## src/rtl/mdu_divider.sv

```systemverilog
`default_nettype none
// ============================================================================
// Module   : mdu_divider
// Purpose  : Iterative radix-2 restoring divider for RV32M DIV/DIVU/REM/REMU.
//            One quotient bit per cycle, sign fix-up in a final cycle, and a
//            registered result qualified by a one-cycle done pulse.
// Revision : 1.0 - initial release
// ============================================================================
module mdu_divider #(
  parameter int XLEN = 32
) (
  input  logic            clk,
  input  logic            rst_n,
  input  logic            start,
  input  logic [1:0]      op,
  input  logic [XLEN-1:0] dividend,
  input  logic [XLEN-1:0] divisor,
  input  logic            flush,
  output logic            busy,
  output logic            done,
  output logic [XLEN-1:0] result
);

  localparam int CW = $clog2(XLEN + 1);

  localparam logic [1:0] S_IDLE = 2'd0;
  localparam logic [1:0] S_CALC = 2'd1;
  localparam logic [1:0] S_FIX  = 2'd2;
  localparam logic [1:0] S_DONE = 2'd3;

  localparam logic [XLEN-1:0] C_MIN_NEG = {1'b1, {(XLEN-1){1'b0}}};
  localparam logic [XLEN-1:0] C_ALL_ONE = {XLEN{1'b1}};

  logic [1:0]      state_q, state_d;
  logic [CW-1:0]   count_q, count_d;
  logic [1:0]      op_q, op_d;
  logic            negq_q, negq_d;   // quotient must be negated
  logic            negr_q, negr_d;   // remainder must be negated
  logic [XLEN-1:0] rem_q, rem_d;
  logic [XLEN-1:0] quo_q, quo_d;
  logic [XLEN-1:0] dvs_q, dvs_d;
  logic [XLEN-1:0] result_q, result_d;

  // Per-cycle scratch values derived from inputs / current state
  logic            w_signed;
  logic            w_a_neg;
  logic            w_b_neg;
  logic [XLEN:0]   w_rem_sh;
  logic [XLEN:0]   w_diff;
  logic [XLEN-1:0] w_quo_fix;
  logic [XLEN-1:0] w_rem_fix;

  // Next-state and datapath logic for the divider FSM
  always_comb begin
    state_d   = state_q;
    count_d   = count_q;
    op_d      = op_q;
    negq_d    = negq_q;
    negr_d    = negr_q;
    rem_d     = rem_q;
    quo_d     = quo_q;
    dvs_d     = dvs_q;
    result_d  = result_q;

    w_signed  = ~op[0];
    w_a_neg   = w_signed & dividend[XLEN-1];
    w_b_neg   = w_signed & divisor[XLEN-1];

    // Trial subtraction is one bit wider than XLEN so the borrow is visible
    w_rem_sh  = {rem_q, quo_q[XLEN-1]};
    w_diff    = w_rem_sh - {1'b0, dvs_q};

    w_quo_fix = negq_q ? (~quo_q + 1'b1) : quo_q;
    w_rem_fix = negr_q ? (~rem_q + 1'b1) : rem_q;

    case (state_q)
      S_IDLE: begin
        if (start && !flush) begin
          op_d    = op;
          negq_d  = w_a_neg ^ w_b_neg;
          negr_d  = w_a_neg;
          quo_d   = w_a_neg ? (~dividend + 1'b1) : dividend;
          dvs_d   = w_b_neg ? (~divisor + 1'b1) : divisor;
          rem_d   = '0;
          count_d = CW'(XLEN);
          if (divisor == '0) begin
            // Division by zero: architectural results, no iteration
            result_d = op[1] ? dividend : C_ALL_ONE;
            state_d  = S_DONE;
          end else if (w_signed && dividend == C_MIN_NEG && divisor == C_ALL_ONE) begin
            // Signed overflow: quotient wraps to the most negative value
            result_d = op[1] ? '0 : C_MIN_NEG;
            state_d  = S_DONE;
          end else begin
            state_d  = S_CALC;
          end
        end
      end
      S_CALC: begin
        if (!w_diff[XLEN]) begin
          rem_d = w_diff[XLEN-1:0];
          quo_d = {quo_q[XLEN-2:0], 1'b1};
        end else begin
          rem_d = w_rem_sh[XLEN-1:0];
          quo_d = {quo_q[XLEN-2:0], 1'b0};
        end
        count_d = count_q - 1'b1;
        if (count_q == CW'(1)) begin
          state_d = S_FIX;
        end
      end
      S_FIX: begin
        result_d = op_q[1] ? w_rem_fix : w_quo_fix;
        state_d  = S_DONE;
      end
      S_DONE: begin
        state_d = S_IDLE;
      end
      default: begin
        state_d = S_IDLE;
      end
    endcase

    // Abort wins over everything and leaves the visible result untouched
    if (flush) begin
      state_d  = S_IDLE;
      result_d = result_q;
    end
  end

  // State and datapath registers with asynchronous clear
  always_ff @(posedge clk or negedge rst_n) begin
    if (!rst_n) begin
      state_q  <= S_IDLE;
      count_q  <= '0;
      op_q     <= '0;
      negq_q   <= 1'b0;
      negr_q   <= 1'b0;
      rem_q    <= '0;
      quo_q    <= '0;
      dvs_q    <= '0;
      result_q <= '0;
    end else begin
      state_q  <= state_d;
      count_q  <= count_d;
      op_q     <= op_d;
      negq_q   <= negq_d;
      negr_q   <= negr_d;
      rem_q    <= rem_d;
      quo_q    <= quo_d;
      dvs_q    <= dvs_d;
      result_q <= result_d;
    end
  end

  assign busy   = (state_q != S_IDLE);
  assign done   = (state_q == S_DONE);
  assign result = result_q;

endmodule
`default_nettype wire

```

## config.mk

```make
export PLATFORM = sky130hd
export DESIGN_NAME = mdu_divider
export DESIGN_NICKNAME = d
export VERILOG_FILES = /design/src/rtl/mdu_divider.sv
export SDC_FILE = /design/constraint.sdc
export NUM_CORES = 1
export LEC_CHECK = 0
export ABC_AREA = 1
export ABC_CLOCK_PERIOD_IN_PS = 3200
export CAP_MARGIN = 20
export CELL_PAD_IN_SITES_DETAIL_PLACEMENT = 0
export CELL_PAD_IN_SITES_GLOBAL_PLACEMENT = 1
export CORE_ASPECT_RATIO = 1.5
export CORE_MARGIN = 3
export CORE_UTILIZATION = 25
export DETAILED_ROUTE_END_ITERATION = 12
export GPL_ROUTABILITY_DRIVEN = 0
export HOLD_SLACK_MARGIN = 0.05
export PLACE_DENSITY = 0.61
export SYNTH_ARGS = -nofsm -noshare
export SYNTH_HDL_FRONTEND = slang
export SYNTH_SLANG_ARGS = --single-unit
export TNS_END_PERCENT = 5
```

## constraint.sdc

```tcl
create_clock -name clk -period 3.2 [get_ports clk]
set_input_delay 0.32 -clock clk [delete_from_list [all_inputs] [get_ports clk]]
set_output_delay 0.32 -clock clk [all_outputs]
set_load 0.05 [all_outputs]
```

-- After elaboration in Yosys (flattened, before gate mapping)
Index checks and enable logic that the tools add are counted.
- flip-flop bits (word level): 140
- latch bits: 0
- RAM bits: 0
- bits in read-only memories: 0
- input port bits: 70
- output and inout port bits: 34
- word-level logic and storage cells: 72
- memories kept: 0
- add/subtract/negate cells: 6
- multipliers: 0
- div/mod/pow operators: 0
- $lt $le $gt $ge: 0
- equal/unequal tests: 10
- shift operators: 0
- multiplexer cells: 25
- bitwise operators: 9
- reduce and logical (&&, ||, !) cells: 13
- operators by type and width (cell ; number):
    $mux 32 ; 13
    $pmux 32 s2 ; 3
    $add 32x1->32 const B ; 4
    $not 32->32 ; 4
    $eq 32x32->1 const B ; 2
    $sub 33x32->33 ; 1
    $logic_not 32->1 ; 1
    $pmux 6 s2 ; 1
    $mux 2 ; 5
    $ne 3x3->1 const B ; 3
    $pmux 2 s4 ; 1
    $eq 6x1->1 const B ; 1
    $mux 6 ; 1
    $reduce_and 2->1 ; 3
    $reduce_bool 2->1 ; 3
    $sub 6x1->6 const B ; 1
    $eq 2x2->1 const B ; 2
    $reduce_and 4->1 ; 1
    $logic_and 1x1->1 ; 3
    $and 1x1->1 ; 2
    $eq 2x1->1 const B ; 1
    $logic_not 2->1 ; 1
    $ne 2x2->1 const B ; 1
    $not 1->1 ; 2
    other kinds (3) ; 3

-- Logic depth before layout (Yosys ltp)
- word-level depth: 8
- mapped depth: 18
- mapped depth without buffers: 18

-- Worst setup path before layout
OpenSTA, ideal clock, no wires.
- kind: reg-to-reg
- start point: register quo_q[31]
- end point: register rem_q[29]
- setup time: 116 ps
- data arrival time: 2131 ps
- required time: 3084 ps
- setup slack: 952 ps
- cell stages (with the launch flop): 19
- buffers on the path: 1
- clock period less this slack: 2248 ps
- cell sequence: dfrtp_1 > inv_1 > ha_1 > fa_1 > inv_1 > nand2_1 > nand2_1 > nand3_1 > nand2_1 > nand2_1 > nand2_1 > nand2_1 > nand2_1 > nand2_1 > nand2_2 > buf_4 > nand3_1 > nand2_1 > nand2_1
- longest elaborated chain between the ends: 3
- ends and longest elaborated chain (item ; line ; text):
    from (decl) ; 40 ; logic [XLEN-1:0] quo_q, quo_d;
    from (signal assigned) ; 150 ; quo_q <= quo_d;
    $sub 33x32->33 ; 71 ; w_diff = w_rem_sh - {1'b0, dvs_q};
    $mux 32 ; 100 ; if (!w_diff[XLEN]) begin
    $pmux 32 s2 ; 76 ; case (state_q)
    to (signal assigned) ; 149 ; rem_q <= rem_d;
    to (decl) ; 39 ; logic [XLEN-1:0] rem_q, rem_d;
Every way passes these cells.
A chain may end at the register's enable or synchronous reset.

-- Worst setup path in the final report
- start point: register quo_q[31]
- end point: register rem_q[5]
The elaborated chain is that of the path after synthesis.

==> metrics.md <==
| Metric | Value |
|---|---|
| Stages on worst setup path | `18` |
| VDD IR max | `between 0.3 and 0.4 mV` |
| CTS sink count | `139` |
| # placed instances | `between 2k and 3k` |
| Post-synth top cells | `755 x nand2_1, 278 x inv_1, 232 x nand3_1, 189 x nor2_1, 161 x o21ai_0` |
| Leak Pwr | `about 0.0080 uW` |
| Largest net degree at the start of global routing | `~70` |
| Avg WL per Cell | `roughly 19 um` |
| P_int | `about 5300 uW` |
| Synth-to-layout area growth | `19.10%` |
| Clock share of power | `0.182` |
| Clk root buf | `clkbuf_16` |
| Status | `complete, no violations` |
| # rows | `~100` |
| Switch share | `0.5201` |
| Synth Cell Area | `13,000 um2` |
| Final cell count without fillers | `2,967` |
| Worst-Skew Late Latency | `450 ps` |
| Final hold violations | `0` |
| Initial antenna violation count | `0` |
| Worst-path cell chain | `inv_1, ha_1, fa_1, inv_1, nand2_1, nand2_1, nand3_1, nand2_1, nand2_1, nand2_1, nand2_1, nand2_1, nand2_1, nand2_2, buf_12, nand2_1, nand3_1, nand2_1` |
| Chip width | `roughly 190 um` |
| First-pass GRT wire length | `between 80,000 and 90,000 um` |
| RR Startpoint | `quo_q[31]$_DFFE_PN0P_` |
| Ys async rst share | `1.000` |
| Tcrit/Tclk final | `0.8651` |
| Max_cap viols | `0` |
| Syn Inst Count | `around 2.2k` |
| Syn_area_per_cell | `between 5 and 6 um2` |
| Ratio of cells with drive above 1 in the final layout | `0.04526` |
| Nets | `2,399` |
| CTS Buf Count | `17` |
| Fin worst setup slack | `between 400 and 500 ps` |
| DR vias | `14.51k` |
| Drt drc | `0` |
| CP max-delay cell | `fa_1` |
| Synth Warn # | `0` |
| WHS | `between 400 and 500 ps` |
| Crit-path max cell delay | `~430 ps` |
| GR Util All Layers | `0.1996` |
| Fmax | `roughly 0.36 GHz` |
| Hpwl dp | `roughly 45,000 um` |
| Switch Pwr | `5773 uW` |
| Overflow after GRT | `0` |
| Post-synth EDFFs | `0` |
| Distinct cells, synth | `between 40 and 50` |
| Crit Path Category | `reg2reg` |
| Final Skew | `14.95 ps` |
| Slew Limit Fails | `0` |
| Worst slack, placed | `167.0 ps` |
| Post-route minimum period | `between 2000 and 3000 ps` |
| DR pass1 iterations | `6` |
| Reg2reg end | `rem_q[5]$_DFFE_PN0P_` |
| Arrival @ worst endpoint | `roughly 3100 ps` |
| Sequential share of power | `0.250` |
| Initial core utilization | `0.2547` |
| Synth top area cells | `dfrtp_1 27%, nand2_1 22%, nand3_1 8.9%, inv_1 8.0%, o21ai_0 6.2%` |
| Setup Buffers After CTS | `0` |
| Total negative slack | `0 ps` |
| R2r setup slk | `roughly 430 ps` |
| H-tree depth | `4` |
| Top FF cell, synth | `dfrtp_1` |
| Max clock buf depth | `2` |
| CP top delay family | `simple AND/OR/NAND/NOR gates` |
| Clk slew on worst S/H paths | `70 ps` |
| Synthesized net count | `between 2k and 2.5k` |
| Reg2Reg Depth | `18` |
| Unrepaired setup endpoints after global routing | `no` |
| I/O Buffers | `just over 100` |
| Critical Path Source | `quo_q[31]$_DFFE_PN0P_` |
| Rel. slew slack | `0.4189` |
| ANT nets after route | `0` |
| CP most frequent cell | `nand2_1` |
| Vias in the first global route | `14.46k` |
| Core ar. | `approximately 51,000 um2` |
| Worst Path Buf+Inv | `3` |
| Worst Path Max Fanout | `27` |
| Transition time of the tightest slew-check pin | `870.6 ps` |
| WP data required | `between 3000 and 4000 ps` |
| Top cell type's share of synthesized area | `0.2675` |
| WL final | `between 50,000 and 60,000 um` |
| Synthesis-stage register bit count | `around 140` |
| N_diodes | `0` |
| Final-report setup violation count | `0` |
| Crit end category | `register` |
| Die area | `between 50,000 and 60,000 um2` |
| Iteration-0 DRC Markers | `about 1.1k` |
| Tot Pwr | `~11,000 uW` |
| PwrDens | `about 720 nW/um2` |
| Most numerous cell in the Yosys netlist | `nand2_1` |
| Vias per cell | `about 4.9` |
| Sequential share of the synthesized area | `0.2675` |
| Combinational power share | `0.569` |
| Largest area contributor in the netlist | `dfrtp_1` |
| Setup crit start kind | `register` |
| Die height | `~290 um` |
| IO Pins | `around 100` |
| Setup crit end | `rem_q[5]$_DFFE_PN0P_` |
| Worst hold path class | `in2async` |
| PostCTS Resize Cnt | `0` |
| CTS tree | `done` |
==> cells in the final DEF (no fill, tap or decap), types with 16 or more instances in the layout <==
cell	Yosys	routed
nand3_1	232	232
dfrtp_1	139	139
clkdlybuf4s50_1	0	102
xor2_1	34	34
inv_1	278	278
nor3_1	26	26
clkbuf_16	0	17
buf_4	10	41
nand2_1	755	755
nand4_1	49	49
xnor2_1	16	16
o21ai_0	161	161
ha_1	43	43
nor2_1	189	188
a21oi_1	88	88
==> routing by layer <==
layer	track usage	part of all wire	vias up
met4	0.09896	0.049	0
li1	-	-	7249
met1	0.2215	0.39	6861
met3	0.01710	0.027	90
met5	0	0	-
met2	0.3741	0.53	314
==> flip-flops by register name (all words and copies together) (netlist names) <==
name	flops
state_q	2
op_q	1
count_q	6
rem_q	32
negr_q	1
result	32
dvs_q	32
negq_q	1
quo_q	32
==> through the flow <==
stage,utilization,cell area [um2]
after detailed placement,0.2920,14910
final,0.3034,15490
after global routing,0.3034,15490
after CTS,0.3034,15490
after floorplan,-,13000
after global placement,0.2920,14910
==> area by class of cell <==
cell class              count  area [um2]
flip-flops and latches    139        3478
fillers                  5736       35570
inverters                 288        1082
clock buffers              21       460.4
clock inverters            11       111.4
repair buffers            148        1410
multi-input cells        1691        8108
well taps                 669       837.1
==> logic make-up (layout without fill, tap and decap cells) <==
logic type      after synthesis  after routing  synth area share
simple gates               1292           1292            0.4214
buf+inv                     360            468            0.1092
compound gates              304            304            0.1245
flops                       139            139            0.2675
xor+xnor                     50             50           0.03368
fa+ha+maj                    44             44           0.04291
mux                           1              1         0.0007698
==> worst register-to-register path, cell delays in order (launching register included) <==
cell     delay [ps]
dfrtp_1         350
inv_1            60
ha_1            280
fa_1            430
inv_1           120
nand2_1          60
nand2_1          80
nand3_1          70
nand2_1         100
nand2_1          60
nand2_1         170
nand2_1         120
nand2_1         100
nand2_1          80
nand2_2         170
buf_12          200
nand2_1          90
nand3_1          80
nand2_1          50
==> repair_timing <==
item,CTS,global route
endpoints found under the setup margin,0,0
hold endpoints to repair,66,0
hold buffers,1,0
==> how the worst min path moves through the flow <==
stage                               start                      to  slack, ps
finish                              rst_n   result[5]$_DFFE_PN0P_        470
CTS                 result[5]$_DFFE_PN0P_   result[5]$_DFFE_PN0P_        490
global placement                    rst_n   result[2]$_DFFE_PN0P_        410
detailed placement                  rst_n    rem_q[3]$_DFFE_PN0P_        410
global route        result[2]$_DFFE_PN0P_   result[2]$_DFFE_PN0P_        510
floorplan                           rst_n  count_q[0]$_DFFE_PN0P_         20
==> power groups by stage <==
stage               clock (uW)  sequential (uW)  combinational (uW)
floorplan                    0             3110                3720
global placement             0             2790                6320
detailed placement           0             2800                6300
CTS                       2060             2770                6330
global route              2120             2850                6970
finish                    2020             2770                6310
Note: power is estimated with default switching activity, not from simulation.
